File: config.mk
export PLATFORM = sky130hd
export DESIGN_NAME = mc_main_ctrl
export DESIGN_NICKNAME = d
export VERILOG_FILES = /design/src/rtl/mc_main_ctrl.sv
export SDC_FILE = /design/constraint.sdc
export NUM_CORES = 1
export LEC_CHECK = 0
export CAP_MARGIN = 15
export CORE_MARGIN = 1
export CORE_UTILIZATION = 33
export CTS_CLUSTER_DIAMETER = 120
export DETAILED_ROUTE_END_ITERATION = 7
export MAX_ROUTING_LAYER = met4
export PLACE_DENSITY = 0.76
export SETUP_SLACK_MARGIN = 0.1
export SYNTH_ARGS = -nofsm -noshare
export SYNTH_HDL_FRONTEND = slang
export SYNTH_SLANG_ARGS = --single-unit
File: constraint.sdc
create_clock -name clk -period 1.3 [get_ports clk]
set_input_delay 0.195 -clock clk [delete_from_list [all_inputs] [get_ports clk]]
set_output_delay 0.195 -clock clk [all_outputs]
set_load 0.03 [all_outputs]
File: src/rtl/mc_main_ctrl.sv
// Multicycle MIPS main control FSM: sequences fetch/decode/execute/memory/writeback
// and produces Moore datapath controls plus alu_op for the ALU control decoder.
module mc_main_ctrl (
  input  logic       clk,
  input  logic       rst_n,
  input  logic [5:0] opcode,
  input  logic       zero,
  input  logic       mem_ready,
  output logic       mem_read,
  output logic       mem_write,
  output logic       iord,
  output logic       ir_write,
  output logic       pc_write,
  output logic       branch,
  output logic       pc_en,
  output logic [1:0] pc_src,
  output logic       alu_src_a,
  output logic [1:0] alu_src_b,
  output logic [1:0] alu_op,
  output logic       reg_dst,
  output logic       mem_to_reg,
  output logic       reg_write,
  output logic       illegal_op,
  output logic [3:0] state
);

  typedef enum logic [3:0] {
    FETCH  = 4'd0,
    DECODE = 4'd1,
    MEMADR = 4'd2,
    MEMRD  = 4'd3,
    MEMWB  = 4'd4,
    MEMWR  = 4'd5,
    EXEC   = 4'd6,
    ALUWB  = 4'd7,
    BRANCH = 4'd8,
    ADDIEX = 4'd9,
    ADDIWB = 4'd10,
    JUMP   = 4'd11
  } state_t;

  localparam logic [5:0] OP_RTYPE = 6'h00;
  localparam logic [5:0] OP_J     = 6'h02;
  localparam logic [5:0] OP_BEQ   = 6'h04;
  localparam logic [5:0] OP_ADDI  = 6'h08;
  localparam logic [5:0] OP_LW    = 6'h23;
  localparam logic [5:0] OP_SW    = 6'h2B;

  state_t r_state;
  state_t w_next;
  logic   w_pc_write;
  logic   w_branch;

  always_ff @(posedge clk or negedge rst_n) begin
    if (!rst_n) r_state <= FETCH;
    else        r_state <= w_next;
  end

  always_comb begin
    w_next     = FETCH;
    mem_read   = 1'b0;
    mem_write  = 1'b0;
    iord       = 1'b0;
    ir_write   = 1'b0;
    w_pc_write = 1'b0;
    w_branch   = 1'b0;
    pc_src     = 2'b00;
    alu_src_a  = 1'b0;
    alu_src_b  = 2'b00;
    alu_op     = 2'b00;
    reg_dst    = 1'b0;
    mem_to_reg = 1'b0;
    reg_write  = 1'b0;
    illegal_op = 1'b0;
    case (r_state)
      FETCH: begin
        mem_read   = 1'b1;
        alu_src_b  = 2'b01;
        // Strobes are gated by rst_n so nothing is written while reset is held.
        ir_write   = mem_ready & rst_n;
        w_pc_write = mem_ready & rst_n;
        w_next     = mem_ready ? DECODE : FETCH;
      end
      DECODE: begin
        alu_src_b = 2'b11;
        case (opcode)
          OP_LW, OP_SW: w_next = MEMADR;
          OP_RTYPE:     w_next = EXEC;
          OP_BEQ:       w_next = BRANCH;
          OP_ADDI:      w_next = ADDIEX;
          OP_J:         w_next = JUMP;
          default: begin
            w_next     = FETCH;
            illegal_op = 1'b1;
          end
        endcase
      end
      MEMADR: begin
        alu_src_a = 1'b1;
        alu_src_b = 2'b10;
        if (opcode == OP_LW)      w_next = MEMRD;
        else if (opcode == OP_SW) w_next = MEMWR;
        else                      w_next = FETCH;
      end
      MEMRD: begin
        mem_read = 1'b1;
        iord     = 1'b1;
        w_next   = mem_ready ? MEMWB : MEMRD;
      end
      MEMWB: begin
        reg_write  = 1'b1;
        mem_to_reg = 1'b1;
      end
      MEMWR: begin
        mem_write = 1'b1;
        iord      = 1'b1;
        w_next    = mem_ready ? FETCH : MEMWR;
      end
      EXEC: begin
        alu_src_a = 1'b1;
        alu_op    = 2'b10;
        w_next    = ALUWB;
      end
      ALUWB: begin
        reg_write = 1'b1;
        reg_dst   = 1'b1;
      end
      BRANCH: begin
        alu_src_a = 1'b1;
        alu_op    = 2'b01;
        pc_src    = 2'b01;
        w_branch  = 1'b1;
      end
      ADDIEX: begin
        alu_src_a = 1'b1;
        alu_src_b = 2'b10;
        w_next    = ADDIWB;
      end
      ADDIWB: begin
        reg_write = 1'b1;
      end
      JUMP: begin
        pc_src     = 2'b10;
        w_pc_write = 1'b1;
      end
      default: w_next = FETCH;
    endcase
  end

  assign pc_write = w_pc_write;
  assign branch   = w_branch;
  assign pc_en    = w_pc_write | (w_branch & zero);
  assign state    = r_state;

endmodule

==> impl_metrics.json, run 1 <==
{
  "outcome": "aborted with a tool error",
  "stop_stage": "5_1_grt",
  "error": "[ERROR DPL-0033] detailed placement checks failed during check placement.",
  "rows": 14,
  "gp_congestion": 0.855,
  "syn_avg_cell_area_um2": 7.29,
  "hold_buffers": 0,
  "yosys.area.top_type": "dfrtp_1",
  "htree_levels": 1,
  "worstEndpointGrtRepair": "pc_write",
  "dieWidth_um": 43.0,
  "seq_area_frac_synth": 0.181,
  "ys_types": 32,
  "cts.path.max_buffers": 2,
  "ys_seq_elements": 4,
  "syn_area_um2": 554,
  "synthCells": 76,
  "worstEpCategory": "primary output",
  "hpwl_um": 1520,
  "io_buffer_count": 31,
  "numCtsBuffers": 3,
  "start_util": 0.360,
  "syn-num-nets": 86,
  "ioPinCount": 32,
  "yosys_warnings": 0,
  "synth_top_area_share": 0.181,
  "ys_top_cells_by_area": "dfrtp_1 (18%), nor2_1 (9.5%), buf_6 (6.1%), buf_4 (5.4%), nor3_1 (4.5%)",
  "cts-root-buf": "clkbuf_4",
  "die_h_um": 43.0,
  "antenna_found_initial": 0,
  "cts.sinks": 4,
  "grt_max_degree": 9
}
## metrics by stage
step                      setup slack, ns  TNS (ns)  cells  instance area, um2  hold WS (ns)
after floorplan                    -0.304     -3.54     76                 706        -0.101
after global placement             -0.324     -2.09    141                1100         0.558
after detailed placement           -0.357     -2.26    141                1100         0.548
after CTS                          -0.332     -4.80    157                1390         0.323
## repair_timing
action | CTS
endpoints found under the setup margin | 26
setup buffers | 13
resized for setup | 44
pin swaps | 14
## Yosys cell counts
library cell	count
nor4_1	2
nor4_4	1
a31oi_1	1
nand3_1	4
buf_2	1
nand2b_4	1
nor3_2	1
o22ai_1	1
a32o_1	1
o21ai_1	1
xnor2_1	2
nor3b_1	1
nand2b_1	3
or2_4	1
and2_1	1
a21oi_1	3
or3b_1	1
or2_2	1
a22oi_1	1
and3_1	1
nor2_1	14
mux2_2	1
a311oi_1	1
o21ai_0	5
a32oi_1	2
inv_1	2
nand2_1	5
buf_6	3
nor3_1	5
nor2_4	1
dfrtp_1	4
buf_4	4
## logic make-up after synthesis
kind of cell / share of synthesized area
flip-flops: 0.181
AND/OR/NAND/NOR: 0.447
multiplexers: 0.0203
buffers and inverters: 0.138
XOR/XNOR: 0.0316
AO/OA/AOI/OAI: 0.183
==> run 2: changes to the inputs <==
==> config.mk (replaced) <==
export PLATFORM = sky130hd
export DESIGN_NAME = mc_main_ctrl
export DESIGN_NICKNAME = d
export VERILOG_FILES = /design/src/rtl/mc_main_ctrl.sv
export SDC_FILE = /design/constraint.sdc
export NUM_CORES = 1
export LEC_CHECK = 0
export CAP_MARGIN = 15
export CORE_AREA = 2 2 63 65
export DETAILED_ROUTE_END_ITERATION = 7
export DIE_AREA = 0 0 65 67
export PLACE_DENSITY_LB_ADDON = 0.15
export SYNTH_ARGS = -nofsm -noshare
export SYNTH_HDL_FRONTEND = slang
export SYNTH_SLANG_ARGS = --single-unit
==> constraint.sdc (replaced) <==
create_clock -name clk -period 1.69 [get_ports clk]
set_input_delay 0.2535 -clock clk [delete_from_list [all_inputs] [get_ports clk]]
set_output_delay 0.2535 -clock clk [all_outputs]
set_load 0.03 [all_outputs]
==> run 2 against run 1 <==
Effect of this change:
- the flow now finishes without violations
- synthesized area is the same
- synthesized cell count is the same
==> impl_metrics.json, run 2 <==
{
  "ir_drop_mv": 0.260,
  "drtIter0Drc": 26,
  "drt_wl_total_um": 2100,
  "layout_commonest_cell": "buf_4",
  "critPathKind": "flop to output port",
  "slew_headroom": 0.796,
  "synth_edf_count": 0,
  "grt_overflow": 0,
  "instances_no_fill": 181,
  "dp_cells": 166,
  "clk_latency_ns": 0.22,
  "crit_arrival_ns": 1.42,
  "syn_avg_cell_area_um2": 7.29,
  "synth_top_area_share": 0.181,
  "drv_slew": 0,
  "synth_common_cells": "nor2_1 (14), nand2_1 (5), nor3_1 (5), o21ai_0 (5)",
  "drc": 0,
  "rows": 22,
  "fmax_ghz": 0.597,
  "critPathLaunchType": "flop",
  "synthCells": 76,
  "numCtsBuffers": 3,
  "p_leak_nw": 0.553,
  "largest_reg_flops": 4,
  "syn-num-nets": 86,
  "ioPinCount": 32,
  "core_um2": 3610,
  "reg2reg_from": "state[0]",
  "die_area_um2": 4360,
  "seq_area_frac_synth": 0.181,
  "fin_area_um2": 1220,
  "synthArstFlopShare": 1.00,
  "layout_common_cells": "buf_4 (42), nor2_1 (13), clkdlybuf4s50_1 (8)",
  "crit_start": "state[0]",
  "hold_violations": 0,
  "wire_per_inst_um": 11.6,
  "num_vias": 761,
  "antenna_left": 0,
  "dieWidth_um": 65,
  "diodes": 0,
  "cp_max_fo": 5,
  "cp-end-kind": "output port",
  "placed_cell_area_um2": 1020,
  "hpwl_um": 1680,
  "required_ns": 1.44,
  "power.density_nw_per_um2": 553,
  "synth-main-ff-cell": "dfrtp_1",
  "grt_max_degree": 8,
  "cts.path.max_buffers": 2,
  "firstDrtPassIters": 4,
  "ys_seq_elements": 4,
  "worst_pin_slew_ns": 0.306,
  "regToRegSetupSlack_ns": 0.28,
  "synth_most_common_cell": "nor2_1",
  "gp_congestion": 0.747,
  "area_delta_synth_final_pct": 120,
  "outcome": "finished clean",
  "grt_pass1_vias": 774,
  "cts-root-buf": "clkbuf_8",
  "ys_types": 32,
  "start_util": 0.154,
  "yosys_warnings": 0,
  "hold_class": "input port to asynchronous set/reset pin",
  "drive_above_1_share": 0.602,
  "skew_ns": 0.000504,
  "period_needed_ns": 1.67,
  "yosys.area.top_type": "dfrtp_1",
  "fin_setup_tns_ns": 0,
  "cts.sinks": 4,
  "hold_ws_ns": 0.384,
  "drv_cap": 0,
  "r2r-end": "state[2]",
  "viasPerCell": 4.20,
  "r2r_cells": 6,
  "nNetsFinal": 144,
  "antenna_found_initial": 0,
  "clkSlewWorstSetupHoldPaths_ns": 0.03,
  "cts_tree": "done",
  "io_buffer_count": 31,
  "period_share": 0.991,
  "htree_levels": 1,
  "grt_usage": 0.0994,
  "syn_area_um2": 554,
  "setup_violations": 0,
  "ys_top_cells_by_area": "dfrtp_1 (18%), nor2_1 (9.5%), buf_6 (6.1%), buf_4 (5.4%), nor3_1 (4.5%)",
  "grt_setup_unrepaired": "true",
  "die_h_um": 67,
  "grt_pass1_wl_um": 3440
}
run 2: through the flow:
step / util / setup WS, ns / total power (W)
2_1_floorplan: - / -0.0697 / 0.000289
3_3_place_gp: 0.284 / -0.0776 / 0.000412
3_5_place_dp: 0.284 / -0.0945 / 0.000412
4_1_cts: 0.321 / -0.000613 / 0.000668
5_1_grt: 0.338 / -0.0442 / 0.000712
6_report: 0.338 / 0.0159 / 0.000674
run 2: cells by family (layout without fill, tap and decap cells):
logic type             count (synthesis)  after routing  share of synthesized area
AND/OR/NAND/NOR                       43             43                      0.447
AO/OA/AOI/OAI                         16             16                      0.183
buffers and inverters                 10             67                      0.138
flip-flops                             4              4                      0.181
XOR/XNOR                               2              2                     0.0316
multiplexers                           1              1                     0.0203
run 2: critical path: stages (launching register included):
cell and delay (ns):
dfrtp_2 0.42, buf_4 0.13, clkdlybuf4s50_1 0.65
run 2: layout make-up:
class | instances | area, um2
fill | 397 | 2390
inverter | 2 | 7.51
sequential | 4 | 105
timing repair buffer | 61 | 517
clock buffer | 4 | 45.0
multi-input combinational | 62 | 484
tap | 48 | 60.1
run 2: worst max path at each step:
stage | endpoint | slack (ns)
global route | illegal_op | -0.04
CTS | branch | -0.0006
floorplan | alu_op[0] | -0.07
global placement | illegal_op | -0.08
detailed placement | illegal_op | -0.09
finish | state[0] | 0.02
run 2: what timing repair did:
action,CTS,global route
resized for setup,13,12
gates cloned,0,0
hold buffers,0,0
setup endpoints to repair,13,9
pin swaps,1,2
setup buffers,8,3
run 2: report_power, final:
group,switching [W],internal [W],total [W]
Combinational,0.000173,0.000171,0.000344
Clock,0.0000561,0.000162,0.000218
Sequential,0.0000103,0.000102,0.000113
run 2: routing by layer:
metal  GRT usage  wire length (um)  vias up
li1            -                 -      381
met1       0.124               911      346
met2       0.174              1030       32
met3      0.0152               143        2
met4      0.0319                19        0
met5           0                 0        -
(Power assumes the default switching activity.)
==> RTL edit: new RTL, flow settings as in run 2 <==
Reset style: synchronous (`rst_n`), changed in one clocked block.
--- a/src/rtl/mc_main_ctrl.sv
+++ b/src/rtl/mc_main_ctrl.sv
@@ -51,7 +51,7 @@
   logic   w_pc_write;
   logic   w_branch;
 
-  always_ff @(posedge clk or negedge rst_n) begin
+  always_ff @(posedge clk) begin
     if (!rst_n) r_state <= FETCH;
     else        r_state <= w_next;
   end
Check against the original RTL: differs if rst_n is asserted again (counterexample within 4 cycles, from zero or initial values and one cycle with rst_n low); with rst_n held inactive, the same outputs for 10 cycles.
==> RTL edit against run 2 <==
  * Synthesized cell count increased by 5.3%
  * Area after synthesis decreased by 0.45%
  * Wire length increased by 3.8%
  * Hold slack improved by 0.033 ns
  * Final area decreased by 8.9%
  * Sequential cell count unchanged
  * Via count increased by 0.92%
  * Setup slack improved by 0.032 ns
  * Largest cell class is now multi-input combinational cells
Power is not compared: it rests on default switching activity, and its combinational part moved more than twofold at a synthesized area within 25%.
==> RTL edit: results (changes against run 2) <==
Placed design
  – Inst Count DP: 171 (was 166)
  – Routability cong.: 0.822 (was 0.747)
  – Detailed Place HPWL: 1.67 mm (was 1.68 mm)

Finish
  – Sequential share of cell area: 0.0778 (was 0.0862)
  – FFs & Latches: 4 (unchanged)
  – Core Util, Final: 0.308 (was 0.338)
  – Buffer share of cell area: 0.395 (was 0.424)
  – Multi-input gate share of the layout cell area: 0.430 (was 0.397)
  – Fillcell total: 396 (was 397)
  – Non-clk bufs: 54 (was 61)

Setup path
  – Arr. time, crit path: 1.39 ns (was 1.42 ns)
  – Crit path max fanout: 2 (was 5)
  – R2r endpoint: state[1]$_SDFF_PN0_ (was state[2]$_DFF_PN0_)
  – Setup crit end: illegal_op (was state[0])
  – Crit path launch: opcode[4] (was state[0]$_DFF_PN0_)

Timing
  – Hold Worst Slack: 0.417 ns (was 0.384 ns)
  – Final worst-path cycle share: 0.972 (was 0.991)
  – Clock skew: 0.000581 ns (was 0.000504 ns)

Synth
  – Mean post-synth cell area: 6.90 um2 (was 7.29 um2)
  – Syn nets: 90 (was 86)
  – Xor-xnor portion of the synthesized cell area: 0.0476 (was 0.0316)
  – Synth cell types: 34 (was 32)
  – Compound-Gate Fraction of Synth Area: 0.270 (was 0.183)
  – Most frequent cells after synthesis: 11 x nor2_1, 7 x a21oi_1, 5 x nand3_1, 5 x nor3_1, 5 x o21ai_0 (was 14 x nor2_1, 5 x nand2_1, 5 x nor3_1, 5 x o21ai_0)
  – Top post-synthesis cells by area: dfxtp_1 15%, nor2_1 7.5%, a21oi_1 6.3%, buf_6 6.1%, nand2b_1 4.5% (was dfrtp_1 18%, nor2_1 9.5%, buf_6 6.1%, buf_4 5.4%, nor3_1 4.5%)
  – Async SR Flop Fraction: 0 (was 1.00)
  – Sequential area share after synthesis: 0.145 (was 0.181)
  – Multiplexer share of the synthesized area: 0 (was 0.0203)

Status
  – Outcome: completed (unchanged)

Routing
  – Metal3 WL: 107 um (was 143 um)
  – Metal2 WL: 1.00 mm (was 1.03 mm)
  – Met1 WL: 1.08 mm (was 911 um)
  – Vias/cell: 4.31 (was 4.20)
  – Wire per inst: 12.3 um (was 11.6 um)
  – Highest routed layer: met3 (was met4)

Global routing
  – Met1 usage: 0.143 (was 0.124)
  – Vias in the first global route: 746 (was 774)
  – Met2 Use GR: 0.170 (was 0.174)
  – First-pass GRT wire length: 3.57 mm (was 3.44 mm)
  – Largest net degree at the start of global routing: 11 (was 8)
  – Met3 Resource Use GR: 0.00845 (was 0.0152)

Worst hold path
  – Min-delay worst type: in -> reg (was in -> async)
## RTL edit: cell types whose count changed in the layout (fill, tap and decap cells not counted), sizes merged, moves of 3 or more
cell	run 2	this run
buf	49	42
a21oi	3	7
dfrtp	4	0
dfxtp	0	4
dlygate4sd2	2	6
nor2	15	11
clkdlybuf4s50	8	5
## RTL edit: critical path, stage by stage
cell	delay, ns
dlygate4sd2_1	0.24
or3_4	0.40
nor3_4	0.16
nor4_4	0.07
o31a_1	0.11
buf_6	0.14
## RTL edit: cells by family after synthesis
| logic type | count (synthesis) |
|---|---|
| AND/OR/NAND/NOR | 42 |
| buffers and inverters | 8 |
| XOR/XNOR | 3 |
| AO/OA/AOI/OAI | 23 |
| flip-flops | 4 |
## RTL edit: repair_timing
action / 4_1_cts / 5_1_grt
cloned: 0 / 0
hold endpoints to repair: 0 / 0
resized for setup: 11 / 12
pin swaps: 6 / 4
setup endpoints to repair: 1 / 7
setup buffers: 2 / 2
